$ cat src/rtl/mem_access_stage.sv
// Memory access pipeline stage: issues one data-memory request per load/store,
// stalls upstream until the ack, and registers the writeback result.
module mem_access_stage #(
    parameter int DATA_WIDTH    = 32,
    parameter int REG_NUM_WIDTH = 5
) (
    input  logic                     clk,
    input  logic                     rst,
    input  logic                     InValid,
    input  logic [DATA_WIDTH-1:0]    ALUOutIn,
    input  logic [DATA_WIDTH-1:0]    RdDataBIn,
    input  logic                     IsLoadInsnIn,
    input  logic                     IsStoreInsnIn,
    input  logic                     RfWrEnableIn,
    input  logic [REG_NUM_WIDTH-1:0] WrNumIn,
    input  logic                     Flush,
    output logic                     Stall,
    output logic                     DmReq,
    output logic                     DmWe,
    output logic [DATA_WIDTH-1:0]    DmAddr,
    output logic [DATA_WIDTH-1:0]    DmWdata,
    input  logic                     DmAck,
    input  logic [DATA_WIDTH-1:0]    DmRdata,
    output logic                     WbValid,
    output logic                     WbRfWrEnable,
    output logic [REG_NUM_WIDTH-1:0] WbWrNum,
    output logic [DATA_WIDTH-1:0]    WbData,
    output logic                     MisalignErr
);
    typedef enum logic {IDLE, WAIT} state_t;

    state_t                   state_q, state_d;
    logic                     dm_req_q, dm_req_d;
    logic                     dm_we_q, dm_we_d;
    logic [DATA_WIDTH-1:0]    dm_addr_q, dm_addr_d;
    logic [DATA_WIDTH-1:0]    dm_wdata_q, dm_wdata_d;
    logic [REG_NUM_WIDTH-1:0] lat_num_q, lat_num_d;
    logic                     lat_rfwe_q, lat_rfwe_d;
    logic                     wb_valid_q, wb_valid_d;
    logic                     wb_rfwe_q, wb_rfwe_d;
    logic [REG_NUM_WIDTH-1:0] wb_num_q, wb_num_d;
    logic [DATA_WIDTH-1:0]    wb_data_q, wb_data_d;
    logic                     mis_q, mis_d;

    logic is_mem, aligned, start;

    assign is_mem  = IsLoadInsnIn | IsStoreInsnIn;
    assign aligned = (ALUOutIn[1:0] == 2'b00);
    assign start   = (state_q == IDLE) & InValid & is_mem & aligned & ~Flush;
    // Nothing is accepted while reset is held, so upstream must not be told to hold.
    assign Stall   = rst & (start | ((state_q == WAIT) & ~DmAck));

    always_comb begin
        state_d    = state_q;
        dm_req_d   = dm_req_q;
        dm_we_d    = dm_we_q;
        dm_addr_d  = dm_addr_q;
        dm_wdata_d = dm_wdata_q;
        lat_num_d  = lat_num_q;
        lat_rfwe_d = lat_rfwe_q;
        wb_valid_d = 1'b0;
        wb_rfwe_d  = wb_rfwe_q;
        wb_num_d   = wb_num_q;
        wb_data_d  = wb_data_q;
        mis_d      = 1'b0;
        case (state_q)
            IDLE: begin
                if (Flush) begin
                    wb_rfwe_d = 1'b0;
                end else if (InValid && is_mem && !aligned) begin
                    wb_valid_d = 1'b1;
                    wb_rfwe_d  = 1'b0;
                    mis_d      = 1'b1;
                end else if (start) begin
                    state_d    = WAIT;
                    dm_req_d   = 1'b1;
                    dm_we_d    = IsStoreInsnIn;
                    dm_addr_d  = ALUOutIn;
                    dm_wdata_d = RdDataBIn;
                    lat_num_d  = WrNumIn;
                    lat_rfwe_d = RfWrEnableIn;
                    wb_rfwe_d  = 1'b0;
                end else if (InValid) begin
                    wb_valid_d = 1'b1;
                    wb_rfwe_d  = RfWrEnableIn;
                    wb_num_d   = WrNumIn;
                    wb_data_d  = ALUOutIn;
                end else begin
                    wb_rfwe_d = 1'b0;
                end
            end
            WAIT: begin
                // Flush is deliberately ignored: the bus transaction must finish.
                if (DmAck) begin
                    state_d    = IDLE;
                    dm_req_d   = 1'b0;
                    wb_valid_d = 1'b1;
                    wb_num_d   = lat_num_q;
                    wb_rfwe_d  = lat_rfwe_q & ~dm_we_q;
                    wb_data_d  = dm_we_q ? '0 : DmRdata;
                end
            end
            default: state_d = IDLE;
        endcase
    end

    always_ff @(posedge clk or negedge rst) begin
        if (!rst) begin
            state_q    <= IDLE;
            dm_req_q   <= 1'b0;
            dm_we_q    <= 1'b0;
            dm_addr_q  <= '0;
            dm_wdata_q <= '0;
            lat_num_q  <= '0;
            lat_rfwe_q <= 1'b0;
            wb_valid_q <= 1'b0;
            wb_rfwe_q  <= 1'b0;
            wb_num_q   <= '0;
            wb_data_q  <= '0;
            mis_q      <= 1'b0;
        end else begin
            state_q    <= state_d;
            dm_req_q   <= dm_req_d;
            dm_we_q    <= dm_we_d;
            dm_addr_q  <= dm_addr_d;
            dm_wdata_q <= dm_wdata_d;
            lat_num_q  <= lat_num_d;
            lat_rfwe_q <= lat_rfwe_d;
            wb_valid_q <= wb_valid_d;
            wb_rfwe_q  <= wb_rfwe_d;
            wb_num_q   <= wb_num_d;
            wb_data_q  <= wb_data_d;
            mis_q      <= mis_d;
        end
    end

    assign DmReq        = dm_req_q;
    assign DmWe         = dm_we_q;
    assign DmAddr       = dm_addr_q;
    assign DmWdata      = dm_wdata_q;
    assign WbValid      = wb_valid_q;
    assign WbRfWrEnable = wb_rfwe_q;
    assign WbWrNum      = wb_num_q;
    assign WbData       = wb_data_q;
    assign MisalignErr  = mis_q;
endmodule

$ cat config.mk
export PLATFORM = sky130hd
export DESIGN_NAME = mem_access_stage
export DESIGN_NICKNAME = d
export VERILOG_FILES = /design/src/rtl/mem_access_stage.sv
export SDC_FILE = /design/constraint.sdc
export NUM_CORES = 1
export LEC_CHECK = 0
export CORE_MARGIN = 5
export CORE_UTILIZATION = 40
export DETAILED_ROUTE_END_ITERATION = 7
export PLACE_DENSITY_LB_ADDON = 0.25
export SLEW_MARGIN = 20
export SYNTH_ARGS = -nofsm -noshare
export SYNTH_HDL_FRONTEND = slang
export SYNTH_SLANG_ARGS = --single-unit
export TNS_END_PERCENT = 100
$ cat constraint.sdc
create_clock -name clk -period 3 [get_ports clk]
set_clock_uncertainty 0.05 [all_clocks]
set_input_delay 0.6 -clock clk [delete_from_list [all_inputs] [get_ports clk]]
set_output_delay 0.6 -clock clk [all_outputs]
set_load 0.03 [all_outputs]
==> impl_metrics.sql <==
INSERT INTO impl_metrics (metric_group, metric, value, unit) VALUES
('layout', 'area_grow_syn2layout', '58.12', '%'),
('yosys', 'sequential_area_share_after_synthesis', '56.64', '%'),
('die', 'die_x', '121.7', 'um'),
('global_routing', 'global_route.usage.total', '19.05', '%'),
('sta', 'max_freq', '0.3443', 'GHz'),
('drt', 'num_vias', '3552', ''),
('layout', 'layout.cells.most_common', 'clkdlybuf4s50_1', ''),
('sta', 'timing.final.crit_period', '2.904', 'ns'),
('global_routing', 'global_route_wire_length_before_repair', '21650', 'um'),
('yosys', 'synth_compound_gate_area_share', '3.985', '%'),
('run', 'max-cap-violations', '0', ''),
('yosys', 'synth.largest_area_cell', 'dfrtp_1', ''),
('sta', 'timing.final.setup_violations', '0', ''),
('layout', 'mostFrequentLayoutCells', 'clkdlybuf4s50_1 (213), dfrtp_1 (112), mux2_4 (55), inv_1 (34)', ''),
('drt', 'via_per_inst', '4.649', ''),
('global_routing', 'grt_max_degree', '114', ''),
('cts', 'cts-root-buf', 'clkbuf_16', ''),
('cts', 'postCtsSetupRepairBufs', '0', ''),
('layout', 'antenna_cells_inserted', '0', ''),
('yosys', 'postSynthCellCount', '362', ''),
('pwr', 'max-vdd-ir-drop', '458.0', 'uV'),
('yosys', 'post_synth_mux_area_share', '28.40', '%'),
('layout', 'final_nets', '694', ''),
('setup_path', 'critical_path_required', '2.35', 'ns'),
('drt', 'drtAntennaViolNets', '0', ''),
('die', 'die_area', '14810', 'um^2'),
('setup_path', 'arrival', '2.25', 'ns'),
('global_routing', 'first_global_vias', '4064', ''),
('sta', 'final_critical_path_setup_slack', '0.09560', 'ns'),
('hold_path', 'hold_class', 'in -> async', ''),
('yosys', 'synth_top_cell_area_share', '56.64', '%'),
('yosys', 'synth_simple_gate_area_share', '5.815', '%'),
('drt', 'totalWireLength', '13750', 'um'),
('sta', 'finalHoldViolations', '0', ''),
('drt', 'drt_iter0_markers', '209', ''),
('cts', 'clock_tree_from_tritoncts', 'done', ''),
('sta', 'finalHoldWorstSlack', '0.2573', 'ns'),
('outcome', 'outcome', 'finished clean', ''),
('pwr', 'power.leakage', '3.603', 'nW'),
('cts', 'clk-insertion-delay-late', '0.40', 'ns'),
('cts', 'cts.reportedPaths.clkPinSlew', '0.05', 'ns'),
('setup_path', 'crit_path_launch_type', 'input pin', ''),
('die', 'placeable_core_area', '12110', 'um^2'),
('global_routing', 'antenna_violations_before_repair', '0', ''),
('pwr', 'power.density', '810.4', 'nW/um^2'),
('cts', 'htree_levels', '4', ''),
('placement', 'post-place-ws', '0.1005', 'ns'),
('yosys', 'synth_seq_cells', '113', ''),
('setup_path', 'setup.worst_path.class', 'in -> out', ''),
('sta', 'worst_slew_margin_rel', '54.93', '%'),
('cts', 'clock_tree.buffer_depth', '2', ''),
('cts', 'cts_inserted_buffers', '17', ''),
('cts', 'cts_resized', '0', ''),
('cts', 'cts_num_sinks', '113', ''),
('die', 'initial_utilization', '41.22', '%'),
('placement', 'place_hpwl', '9606', 'um'),
('yosys', 'synth.cell_area', '4992', 'um^2'),
('yosys', 'post_synth_num_cell_types', '22', ''),
('yosys', 'synth_xor_xnor_area_share', '0', '%'),
('yosys', 'synth_top_family_by_area', 'multiplexers', ''),
('sta', 'totalNegativeSetupSlack', '0', 'ns'),
('layout', 'drive_gt1_share', '20.64', '%'),
('sta', 'slew_violations', '0', ''),
('sta', 'post-route-period-util', '96.81', '%'),
('die', 'design.portCount', '216', ''),
('setup_path', 'timing.critical_path.to_type', 'primary output', ''),
('global_routing', 'grt_overflow_total', '0', ''),
('setup_path', 'worst-r2r-setup-slack', '0.76', 'ns'),
('sta', 'grt_setup_unrepaired', 'no', ''),
('yosys', 'synth_fa_ha_area_share', '0', '%'),
('setup_path', 'critPathMaxFanout', '3', ''),
('drt', 'route.detailed.drc', '0', ''),
('placement', 'routabilityCongestion', '0.7557', ''),
('die', 'fp-row-count', '40', ''),
('yosys', 'mappedNetlistNets', '471', ''),
('yosys', 'synth.yosys.warnings', '0', ''),
('yosys', 'synth_area_per_cell', '13.79', 'um^2'),
('drt', 'drt_pre_antenna_iters', '4', ''),
('yosys', 'synth_area_leaders', 'dfrtp_1 (57%), mux2_4 (17%), mux2i_1 (6.2%)', ''),
('die', 'floorplan.die.height', '121.7', 'um'),
('sta', 'tightestPinTransition', '0.6761', 'ns'),
('cts', 'cts.hold.buffers_added', '0', ''),
('layout', 'postLayoutCoreUtil', '65.18', '%'),
('drt', 'wl_per_cell', '18.00', 'um'),
('placement', 'buffer_ports.inserted', '215', '');
[layer usage]
layer | GRT usage [%] | wire, um | vias up
li1 | - | - | 1662
met1 | 22.51 | 5632 | 1736
met2 | 32.26 | 6823 | 133
met3 | 6.500 | 1068 | 21
met4 | 6.933 | 229 | 0
met5 | 0 | 0 | -
[synthesized netlist by cell type (all sizes together)]
library cell and number:
a21boi 2, a21oi 32, and2 2, buf 12, clkbuf 7, dfrtp 113, inv 34, mux2 80
mux2i 31, nand2 3, nand2b 1, nor2 3, nor2b 33, nor3 2, o21ai 2, o22ai 1
o31ai 1, or3b 1, or4 1, or4b 1
[final cells by class]
| class | instances | area, um^2 |
|---|---|---|
| clock buffers | 24 | 491.7 |
| clock inverters | 6 | 80.08 |
| fillers | 960 | 4218 |
| inverters | 34 | 127.6 |
| multi-input cells | 196 | 1923 |
| flip-flops and latches | 113 | 2829 |
| well taps | 168 | 210.2 |
| repair buffers | 223 | 2232 |
[logic make-up (layout without fill, tap and decap cells)]
logic type,after synthesis,count (layout)
compound gates,38,38
mux,111,111
flops,113,113
buf+inv,53,287
simple gates,47,47
[worst max-delay path, stage by stage]
cell	delay [ns]
clkdlybuf4s50_1	0.44
or3b_4	0.38
or4_4	0.50
a21boi_1	0.15
buf_4	0.18
[power breakdown]
part	switching, mW	total, mW	internal, mW
clock	0.648	1.94	1.29
sequential	0.216	2.13	1.91
combinational	1.20	2.32	1.12
[through the flow]
stage                     cells  power [mW]  area [um^2]
after global routing        764       6.686         7894
final                       764       6.397         7894
after floorplan             362       3.393         4992
after CTS                   764       6.473         7894
after global placement      734       4.446         7322
after detailed placement    734       4.492         7322
[final timing paths]
kind | start | to | cells past startpoint
worst max-delay path | InValid | Stall | 5
min in group clk | DmAddr[1]$_DFFE_PN0P_ | DmAddr[1]$_DFFE_PN0P_ | 1
worst min-delay path | rst | lat_num_q[3]$_DFFE_PN0P_ | 2
worst max register to register | state_q$_DFF_PN0_ | DmAddr[3]$_DFFE_PN0P_ | 4
max in group asynchronous | rst | state_q$_DFF_PN0_ | 2
worst min register to register | DmAddr[1]$_DFFE_PN0P_ | DmAddr[1]$_DFFE_PN0P_ | 1
[sequential cells by signal, summed over array words and instances, names as in the netlist]
signal / cells
WbWrNum: 5
MisalignErr: 1
DmReq: 1
WbValid: 1
DmWdata: 32
DmAddr: 32
WbRfWrEnable: 1
DmWe: 1
lat_rfwe_q: 1
state_q: 1
lat_num_q: 5
WbData: 32
Power figures use the tool's default switching activity.
